[src/rtl/mem_bus_arbiter_if.sv]
// ---------------------------------------------------------------------------
// mem_bus_arbiter_if
// Bundles every bus signal around the memory arbiter: the two cache-miss
// master ports (m0 = instruction cache, m1 = data cache), the shared memory
// port and the one-hot grant indicator.
//
// Modports:
//   master : the arbiter's view. It receives the master requests and the
//            memory response, and drives rdata/ack back to the masters, the
//            memory strobes and grant.
//   slave  : the surrounding system's view (caches + memory), the mirror of
//            master.
// Parameters:
//   WORD_SIZE : data word width in bits
//   ADDR_BITS : address width
// ---------------------------------------------------------------------------
interface mem_bus_arbiter_if #(
  parameter int WORD_SIZE = 32,
  parameter int ADDR_BITS = 32
);
  logic [ADDR_BITS-1:0] m0_addr;
  logic [WORD_SIZE-1:0] m0_wdata;
  logic                 m0_wr;
  logic                 m0_re;
  logic [WORD_SIZE-1:0] m0_rdata;
  logic                 m0_ack;

  logic [ADDR_BITS-1:0] m1_addr;
  logic [WORD_SIZE-1:0] m1_wdata;
  logic                 m1_wr;
  logic                 m1_re;
  logic [WORD_SIZE-1:0] m1_rdata;
  logic                 m1_ack;

  logic [ADDR_BITS-1:0] mem_addr;
  logic [WORD_SIZE-1:0] mem_wdata;
  logic                 mem_wr;
  logic                 mem_re;
  logic [WORD_SIZE-1:0] mem_rdata;
  logic                 mem_ack;

  logic [1:0]           grant;

  modport master (
    input  m0_addr, m0_wdata, m0_wr, m0_re,
    input  m1_addr, m1_wdata, m1_wr, m1_re,
    input  mem_rdata, mem_ack,
    output m0_rdata, m0_ack, m1_rdata, m1_ack,
    output mem_addr, mem_wdata, mem_wr, mem_re,
    output grant
  );

  modport slave (
    output m0_addr, m0_wdata, m0_wr, m0_re,
    output m1_addr, m1_wdata, m1_wr, m1_re,
    output mem_rdata, mem_ack,
    input  m0_rdata, m0_ack, m1_rdata, m1_ack,
    input  mem_addr, mem_wdata, mem_wr, mem_re,
    input  grant
  );
endinterface

[src/rtl/mem_bus_arbiter.sv]
// ---------------------------------------------------------------------------
// mem_bus_arbiter
// Shares one external memory port between the instruction cache (m0) and
// the data cache (m1). A master keeps the bus for a whole transaction
// (READ_BURST acks for a line fill, WRITE_BURST acks for a write-through),
// so the two masters' traffic is never interleaved. At least one IDLE cycle
// separates any two grants.
//
// Ports:
//   clk    : clock, all state changes on posedge
//   rst    : synchronous, active-low reset
//   io_bus : mem_bus_arbiter_if.master carrying both master ports, the
//            memory port and the one-hot grant (01 = m0, 10 = m1, 00 = idle)
//
// Configuration macro:
//   ARB_ROUND_ROBIN_EN : when defined, a simultaneous request in IDLE goes to
//                        the master that did not own the bus last. When
//                        undefined, m1 always wins over m0.
// ---------------------------------------------------------------------------
module mem_bus_arbiter #(
  parameter int WORD_SIZE   = 32,
  parameter int ADDR_BITS   = 32,
  parameter int READ_BURST  = 16,
  parameter int WRITE_BURST = 1,
  parameter int CNT_BITS    = 5
) (
  input  logic              clk,
  input  logic              rst,
  mem_bus_arbiter_if.master io_bus
);

  localparam logic [CNT_BITS-1:0] ReadLimit  = CNT_BITS'(READ_BURST);
  localparam logic [CNT_BITS-1:0] WriteLimit = CNT_BITS'(WRITE_BURST);

  typedef enum logic [1:0] {
    IDLE = 2'd0,
    OWN0 = 2'd1,
    OWN1 = 2'd2
  } state_t;

  state_t              r_state;
  logic [1:0]          r_grant;
  logic [CNT_BITS-1:0] r_count;
  logic [CNT_BITS-1:0] r_limit;

  logic                 w_m0Req;
  logic                 w_m1Req;
  logic                 w_pickM1;
  logic                 w_ownerReq;
  logic                 w_lastAck;
  logic [ADDR_BITS-1:0] w_memAddr;
  logic [WORD_SIZE-1:0] w_memWdata;
  logic                 w_memWr;
  logic                 w_memRe;
  logic                 w_m0Ack;
  logic                 w_m1Ack;

  assign w_m0Req = io_bus.m0_wr | io_bus.m0_re;
  assign w_m1Req = io_bus.m1_wr | io_bus.m1_re;

`ifdef ARB_ROUND_ROBIN_EN
  // Remembers who was granted last so a contested IDLE goes to the other one.
  logic r_lastOwnerM1;

  assign w_pickM1 = w_m1Req & (~w_m0Req | ~r_lastOwnerM1);
`else
  assign w_pickM1 = w_m1Req;
`endif

  // The owner keeps the bus only while it still holds wr or re.
  assign w_ownerReq = (r_state == OWN1) ? w_m1Req : w_m0Req;

  // Final ack of the transaction; count never passes limit-1.
  assign w_lastAck = io_bus.mem_ack && (r_count == (r_limit - CNT_BITS'(1)));

  // Arbitration state machine. Grant, burst limit and word count are all
  // registered here; every exit from OWNx clears the count and lands in IDLE,
  // which guarantees the idle cycle between back-to-back grants.
  always_ff @(posedge clk) begin
    if (!rst) begin
      r_state <= IDLE;
      r_grant <= 2'b00;
      r_count <= '0;
      r_limit <= ReadLimit;
`ifdef ARB_ROUND_ROBIN_EN
      r_lastOwnerM1 <= 1'b0;
`endif
    end else begin
      case (r_state)
        IDLE: begin
          r_count <= '0;
          if (w_pickM1) begin
            r_state <= OWN1;
            r_grant <= 2'b10;
            r_limit <= io_bus.m1_wr ? WriteLimit : ReadLimit;
`ifdef ARB_ROUND_ROBIN_EN
            r_lastOwnerM1 <= 1'b1;
`endif
          end else if (w_m0Req) begin
            r_state <= OWN0;
            r_grant <= 2'b01;
            r_limit <= io_bus.m0_wr ? WriteLimit : ReadLimit;
`ifdef ARB_ROUND_ROBIN_EN
            r_lastOwnerM1 <= 1'b0;
`endif
          end
        end
        OWN0, OWN1: begin
          // An ack in the abort cycle is still forwarded combinationally.
          if (!w_ownerReq || w_lastAck) begin
            r_state <= IDLE;
            r_grant <= 2'b00;
            r_count <= '0;
          end else if (io_bus.mem_ack) begin
            r_count <= r_count + CNT_BITS'(1);
          end
        end
        default: begin
          r_state <= IDLE;
          r_grant <= 2'b00;
          r_count <= '0;
        end
      endcase
    end
  end

  // Bus routing: the owner's request side drives memory and memory's ack goes
  // only to the owner. A master raising wr and re together is treated as a
  // write, so its re is masked off the memory port.
  always_comb begin
    w_memAddr  = '0;
    w_memWdata = '0;
    w_memWr    = 1'b0;
    w_memRe    = 1'b0;
    w_m0Ack    = 1'b0;
    w_m1Ack    = 1'b0;
    case (r_state)
      OWN0: begin
        w_memAddr  = io_bus.m0_addr;
        w_memWdata = io_bus.m0_wdata;
        w_memWr    = io_bus.m0_wr;
        w_memRe    = io_bus.m0_re & ~io_bus.m0_wr;
        w_m0Ack    = io_bus.mem_ack;
      end
      OWN1: begin
        w_memAddr  = io_bus.m1_addr;
        w_memWdata = io_bus.m1_wdata;
        w_memWr    = io_bus.m1_wr;
        w_memRe    = io_bus.m1_re & ~io_bus.m1_wr;
        w_m1Ack    = io_bus.mem_ack;
      end
      default: begin
        w_memAddr  = '0;
      end
    endcase
  end

  assign io_bus.mem_addr  = w_memAddr;
  assign io_bus.mem_wdata = w_memWdata;
  assign io_bus.mem_wr    = w_memWr;
  assign io_bus.mem_re    = w_memRe;
  assign io_bus.m0_ack    = w_m0Ack;
  assign io_bus.m1_ack    = w_m1Ack;
  // Read data is only meaningful alongside an ack, so both masters see it.
  assign io_bus.m0_rdata  = io_bus.mem_rdata;
  assign io_bus.m1_rdata  = io_bus.mem_rdata;
  assign io_bus.grant     = r_grant;

endmodule
[src/flat_wrapper.sv]
// flat-port wrapper written by rule: the top's interface ports become plain ports
module mem_bus_arbiter_flat 
#(
  parameter int WORD_SIZE   = 32,
  parameter int ADDR_BITS   = 32,
  parameter int READ_BURST  = 16,
  parameter int WRITE_BURST = 1,
  parameter int CNT_BITS    = 5
)
  (clk, rst, io_bus_m0_addr, io_bus_m0_wdata, io_bus_m0_wr, io_bus_m0_re, io_bus_m1_addr, io_bus_m1_wdata, io_bus_m1_wr, io_bus_m1_re, io_bus_mem_rdata, io_bus_mem_ack, io_bus_m0_rdata, io_bus_m0_ack, io_bus_m1_rdata, io_bus_m1_ack, io_bus_mem_addr, io_bus_mem_wdata, io_bus_mem_wr, io_bus_mem_re, io_bus_grant);
  mem_bus_arbiter_if #(.WORD_SIZE(WORD_SIZE), .ADDR_BITS(ADDR_BITS)) io_bus_i ();
  input  logic clk;
  input  logic rst;
  input wire logic [$bits(io_bus_i.m0_addr)-1:0] io_bus_m0_addr;
  input wire logic [$bits(io_bus_i.m0_wdata)-1:0] io_bus_m0_wdata;
  input wire logic [$bits(io_bus_i.m0_wr)-1:0] io_bus_m0_wr;
  input wire logic [$bits(io_bus_i.m0_re)-1:0] io_bus_m0_re;
  input wire logic [$bits(io_bus_i.m1_addr)-1:0] io_bus_m1_addr;
  input wire logic [$bits(io_bus_i.m1_wdata)-1:0] io_bus_m1_wdata;
  input wire logic [$bits(io_bus_i.m1_wr)-1:0] io_bus_m1_wr;
  input wire logic [$bits(io_bus_i.m1_re)-1:0] io_bus_m1_re;
  input wire logic [$bits(io_bus_i.mem_rdata)-1:0] io_bus_mem_rdata;
  input wire logic [$bits(io_bus_i.mem_ack)-1:0] io_bus_mem_ack;
  output wire logic [$bits(io_bus_i.m0_rdata)-1:0] io_bus_m0_rdata;
  output wire logic [$bits(io_bus_i.m0_ack)-1:0] io_bus_m0_ack;
  output wire logic [$bits(io_bus_i.m1_rdata)-1:0] io_bus_m1_rdata;
  output wire logic [$bits(io_bus_i.m1_ack)-1:0] io_bus_m1_ack;
  output wire logic [$bits(io_bus_i.mem_addr)-1:0] io_bus_mem_addr;
  output wire logic [$bits(io_bus_i.mem_wdata)-1:0] io_bus_mem_wdata;
  output wire logic [$bits(io_bus_i.mem_wr)-1:0] io_bus_mem_wr;
  output wire logic [$bits(io_bus_i.mem_re)-1:0] io_bus_mem_re;
  output wire logic [$bits(io_bus_i.grant)-1:0] io_bus_grant;
  assign io_bus_i.m0_addr = io_bus_m0_addr;
  assign io_bus_i.m0_wdata = io_bus_m0_wdata;
  assign io_bus_i.m0_wr = io_bus_m0_wr;
  assign io_bus_i.m0_re = io_bus_m0_re;
  assign io_bus_i.m1_addr = io_bus_m1_addr;
  assign io_bus_i.m1_wdata = io_bus_m1_wdata;
  assign io_bus_i.m1_wr = io_bus_m1_wr;
  assign io_bus_i.m1_re = io_bus_m1_re;
  assign io_bus_i.mem_rdata = io_bus_mem_rdata;
  assign io_bus_i.mem_ack = io_bus_mem_ack;
  assign io_bus_m0_rdata = io_bus_i.m0_rdata;
  assign io_bus_m0_ack = io_bus_i.m0_ack;
  assign io_bus_m1_rdata = io_bus_i.m1_rdata;
  assign io_bus_m1_ack = io_bus_i.m1_ack;
  assign io_bus_mem_addr = io_bus_i.mem_addr;
  assign io_bus_mem_wdata = io_bus_i.mem_wdata;
  assign io_bus_mem_wr = io_bus_i.mem_wr;
  assign io_bus_mem_re = io_bus_i.mem_re;
  assign io_bus_grant = io_bus_i.grant;
  mem_bus_arbiter #(.WORD_SIZE(WORD_SIZE), .ADDR_BITS(ADDR_BITS), .READ_BURST(READ_BURST), .WRITE_BURST(WRITE_BURST), .CNT_BITS(CNT_BITS)) u_core (.clk(clk), .rst(rst), .io_bus(io_bus_i));
endmodule
[config.mk]
export PLATFORM = sky130hd
export DESIGN_NAME = mem_bus_arbiter_flat
export DESIGN_NICKNAME = d
export VERILOG_FILES = /design/src/rtl/mem_bus_arbiter_if.sv /design/src/rtl/mem_bus_arbiter.sv /design/src/flat_wrapper.sv
export SDC_FILE = /design/constraint.sdc
export NUM_CORES = 1
export LEC_CHECK = 0
export ABC_AREA = 1
export BUFFER_PORTS_ARGS = -buffer_cell sky130_fd_sc_hd__buf_2
export CORE_AREA = 4 4 115 117
export DETAILED_ROUTE_END_ITERATION = 8
export DIE_AREA = 0 0 119 121
export PLACE_DENSITY_LB_ADDON = 0.3
export SLEW_MARGIN = 10
export SYNTH_ARGS = -nofsm -noshare
export SYNTH_HDL_FRONTEND = slang
export SYNTH_SLANG_ARGS = --single-unit
[constraint.sdc]
create_clock -name clk -period 1.5 [get_ports clk]
set_input_delay 0.15 -clock clk [delete_from_list [all_inputs] [get_ports clk]]
set_output_delay 0.15 -clock clk [all_outputs]
set_load 0.02 [all_outputs]
==> summary.md <==
| Metric | Value |
|---|---|
| Status | `complete, but fails checks` |
| Failing checks | `negative setup slack` |
| Longest Clk Path Bufs | `2` |
| Worst-Margin Slew | `roughly 0.26 ns` |
| Worst Path Arrival | `1.51 ns` |
| Initial antenna violation count | `0` |
| WL per Instance | `15.2 um` |
| Top cell type's share of synthesized area | `29.2%` |
| Hold EP | `u_core.r_limit[4]$_SDFFE_PN1P_` |
| Most common cell in the synthesized netlist | `nand2_1` |
| I/O Buffers | `204` |
| HP Class | `in2reg` |
| Worst Clk Skew | `0.00254 ns` |
| First DRT Iteration DRCs | `67` |
| Ranking of synthesized cells by area | `nand2_1, buf_4, a21oi_1, dfxtp_1, buf_2` |
| Synth async-reset ratio | `0%` |
| Worst EP required | `1.35 ns` |
| CP Max Fanout | `7` |
| Remaining global-route overflow | `0` |
| Max Cap Viol | `0` |
| I/O pin total | `between 300 and 400` |
| CTS tree | `built` |
| Ys flop type | `dfxtp_1` |
| VDD IR max | `864 uV` |
| Via count of the first global-routing pass | `roughly 2900` |
| Setup slack, reg-to-reg | `-0.05 ns` |
| DP Cell Count | `between 600 and 700` |
| Cell Pwr Density | `1860 mW/mm^2` |
| Final Hold Vio Count | `0` |
| Unique masters post-synth | `21` |
| Final setup margin | `-0.160 ns` |
| Worst Setup SP | `u_core.r_state[1]$_SDFFE_PN0P_` |
| Area Overhead vs Synth | `142%` |
| Die W | `119 um` |
| Worst Hold Path Cells | `2` |
| DR DRC count | `0` |
| Top cell by count, worst path | `buf_6` |
| RR Endpoint | `u_core.r_state[1]$_SDFFE_PN0P_` |
| EDFF count, synth | `0` |
| First-pass GRT wire length | `14.2 mm` |
| Clk root buf | `clkbuf_16` |
| Worst-skew pair later-pin latency | `between 0.2 and 0.25 ns` |
| H-tree depth | `1` |
| Hold_buf cts | `0` |
| Drt total wl | `around 11 mm` |
| Syn nets | `539` |
| FF-to-FF Start | `u_core.r_state[1]$_SDFFE_PN0P_` |
| Period utilization | `111%` |
| Crit-path slowest cell | `dfxtp_4` |
| Number of synthesized register bits | `9` |
| Num CTS Buffers | `3` |
| Worst Setup Path Type | `reg2out` |
| Seq/Total Area, Yosys | `9.11%` |
| Cell family with most CP delay | `buffers and inverters` |
| Fill cell count | `approximately 1200` |
| Mapped Area | `0.00198 sq mm` |
| Share of layout cells above drive strength 1 | `77.6%` |
| Worst setup SP type | `flop` |
| RSZ-0062 raised after global routing | `true` |
| Non-Filler Instances | `slightly above 700` |
| Core Rows | `a little over 40` |
| Global Route Usage Sum | `12.2%` |
| Final min period | `1.66 ns` |
| Initial core utilization | `between 10% and 20%` |
| Total negative setup slack | `-7.78 ns` |
| Via count | `2977` |
| Hpwl dp | `~6.9 mm` |
| Reg2reg path depth | `11` |
| Post-synth top cells | `nand2_1, a21oi_1, buf_4` |
| Cell taking the most area after synthesis | `nand2_1` |
| ANT cells | `0` |
| Iteration count of the initial detailed-routing pass | `4` |
| CTS Sinks | `9` |
| ANT nets after route | `0` |
| CP Buf/Inv Count | `4` |
| Worst-path clk slew | `roughly 0.040 ns` |
| HP Start | `rst` |
| Die area | `0.0144 sq mm` |
| Largest net degree at the start of global routing | `29` |
| CP Cell Sequence | `buf_6, ha_4, buf_6, clkbuf_16, nand2_1, a21oi_4, buf_6` |
| Syn_area_per_cell | `5.37 sq um` |
| Die height | `121 um` |
| Critical path endpoint category | `output port` |
| Gate count after technology mapping | `368` |
| Final #Nets | `707` |
| Leakage | `2.01 nW` |
| Fmax | `0.602 GHz` |
| Synth warn | `0` |
| Max-Slew Margin vs Limit | `82.5%` |
| Final setup viols | `70` |
| Vias/cell | `4.21` |
| GP Congestion | `0.825` |
| Core Area | `around 0.012 sq mm` |
| Max Slew Vio Count | `0` |
| Crit-path max cell delay | `roughly 0.35 ns` |
[cells in the final DEF, fill, tap and decap left out, drive strengths merged]
master and n:
nand3b 1, nor3 1, o21ai 1, nand3 5, ha 4, inv 13
clkbuf 12, o211ai 1, nand4 1, dfxtp 9, nand2 157, a21oi 73
nor2 12, xor2 3, buf 242
[metal layers]
metal / vias to the layer above / routed length (um) / track usage, %
li1: 1433 / - / -
met1: 1379 / 4370 / 14.7
met2: 142 / 5430 / 21.7
met3: 23 / 660 / 2.14
met4: 0 / 322 / 4.06
met5: - / 0 / 0
[what timing repair did]
action                     in CTS  in global routing
hold endpoints to repair        0                  0
pin swaps                       6                 24
cloned                          6                  9
setup endpoints to repair      68                 75
setup buffers                   9                  6
gates resized for setup       165                112
[where the power goes]
part	total, W	leakage, nW	internal [W]	switching [W]
sequential	0.000366	0.0749	0.000310	0.0000559
clock	0.000469	0.0382	0.000355	0.000114
combinational	0.00806	1.90	0.00376	0.00430
[kinds of logic (layout without fill, tap and decap cells)]
kind of cell               after synthesis  in the layout  share of synthesized area, %
and+or+nand+nor                        177            177                          35.4
buffers and inverters                  100            267                          32.1
AOI/OAI and AO/OA                       75             75                          19.5
DFF                                      9              9                          9.11
adders and majority gates                4              4                          2.53
xor gates and xnor gates                 3              3                          1.33
[worst register-to-register path: cells and delay by family (launching register included)]
kind	cells	cell delay [ns]
compound gates	1	0.10
fa+ha+maj	1	0.17
buf+inv	3	0.39
flops	1	0.34
simple gates	6	0.49
[layout make-up]
class,count,area (sq um),area share (%)
inverters,13,61.3,1.28
repair buffers,250,2170,45.4
well taps,172,215,4.50
clock buffers,4,78.8,1.65
multi-input cells,259,2060,43.2
flip-flops and latches,9,188,3.93
[how the worst max path moves through the flow]
| stage | cells after the start | end | slack, ns |
|---|---|---|---|
| detailed placement | 6 | io_bus_mem_addr[22] | -0.03 |
| global placement | 6 | io_bus_mem_addr[7] | -0.02 |
| floorplan | 6 | io_bus_mem_addr[20] | -0.06 |
| global route | 7 | io_bus_mem_addr[24] | -0.23 |
| CTS | 7 | io_bus_mem_addr[6] | -0.19 |
| finish | 7 | io_bus_mem_wdata[29] | -0.16 |
[stage by stage]
stage	power, W	hold WS [ns]	util, %	worst slack [ns]	cell area [sq um]
3_5_place_dp	0.00540	0.300	27.1	-0.0257	3340
2_1_floorplan	0.00412	0.249	-	-0.0626	2510
6_report	0.00890	0.182	38.7	-0.160	4780
3_3_place_gp	0.00536	0.300	27.1	-0.0159	3340
4_1_cts	0.00756	0.173	33.9	-0.195	4190
5_1_grt	0.00942	0.193	38.7	-0.226	4780
[registers in the layout (all words and copies together) (netlist names)]
name	count
u_core.r_limit	2
u_core.r_state	2
u_core.r_count	5
(Power assumes the default switching activity.)
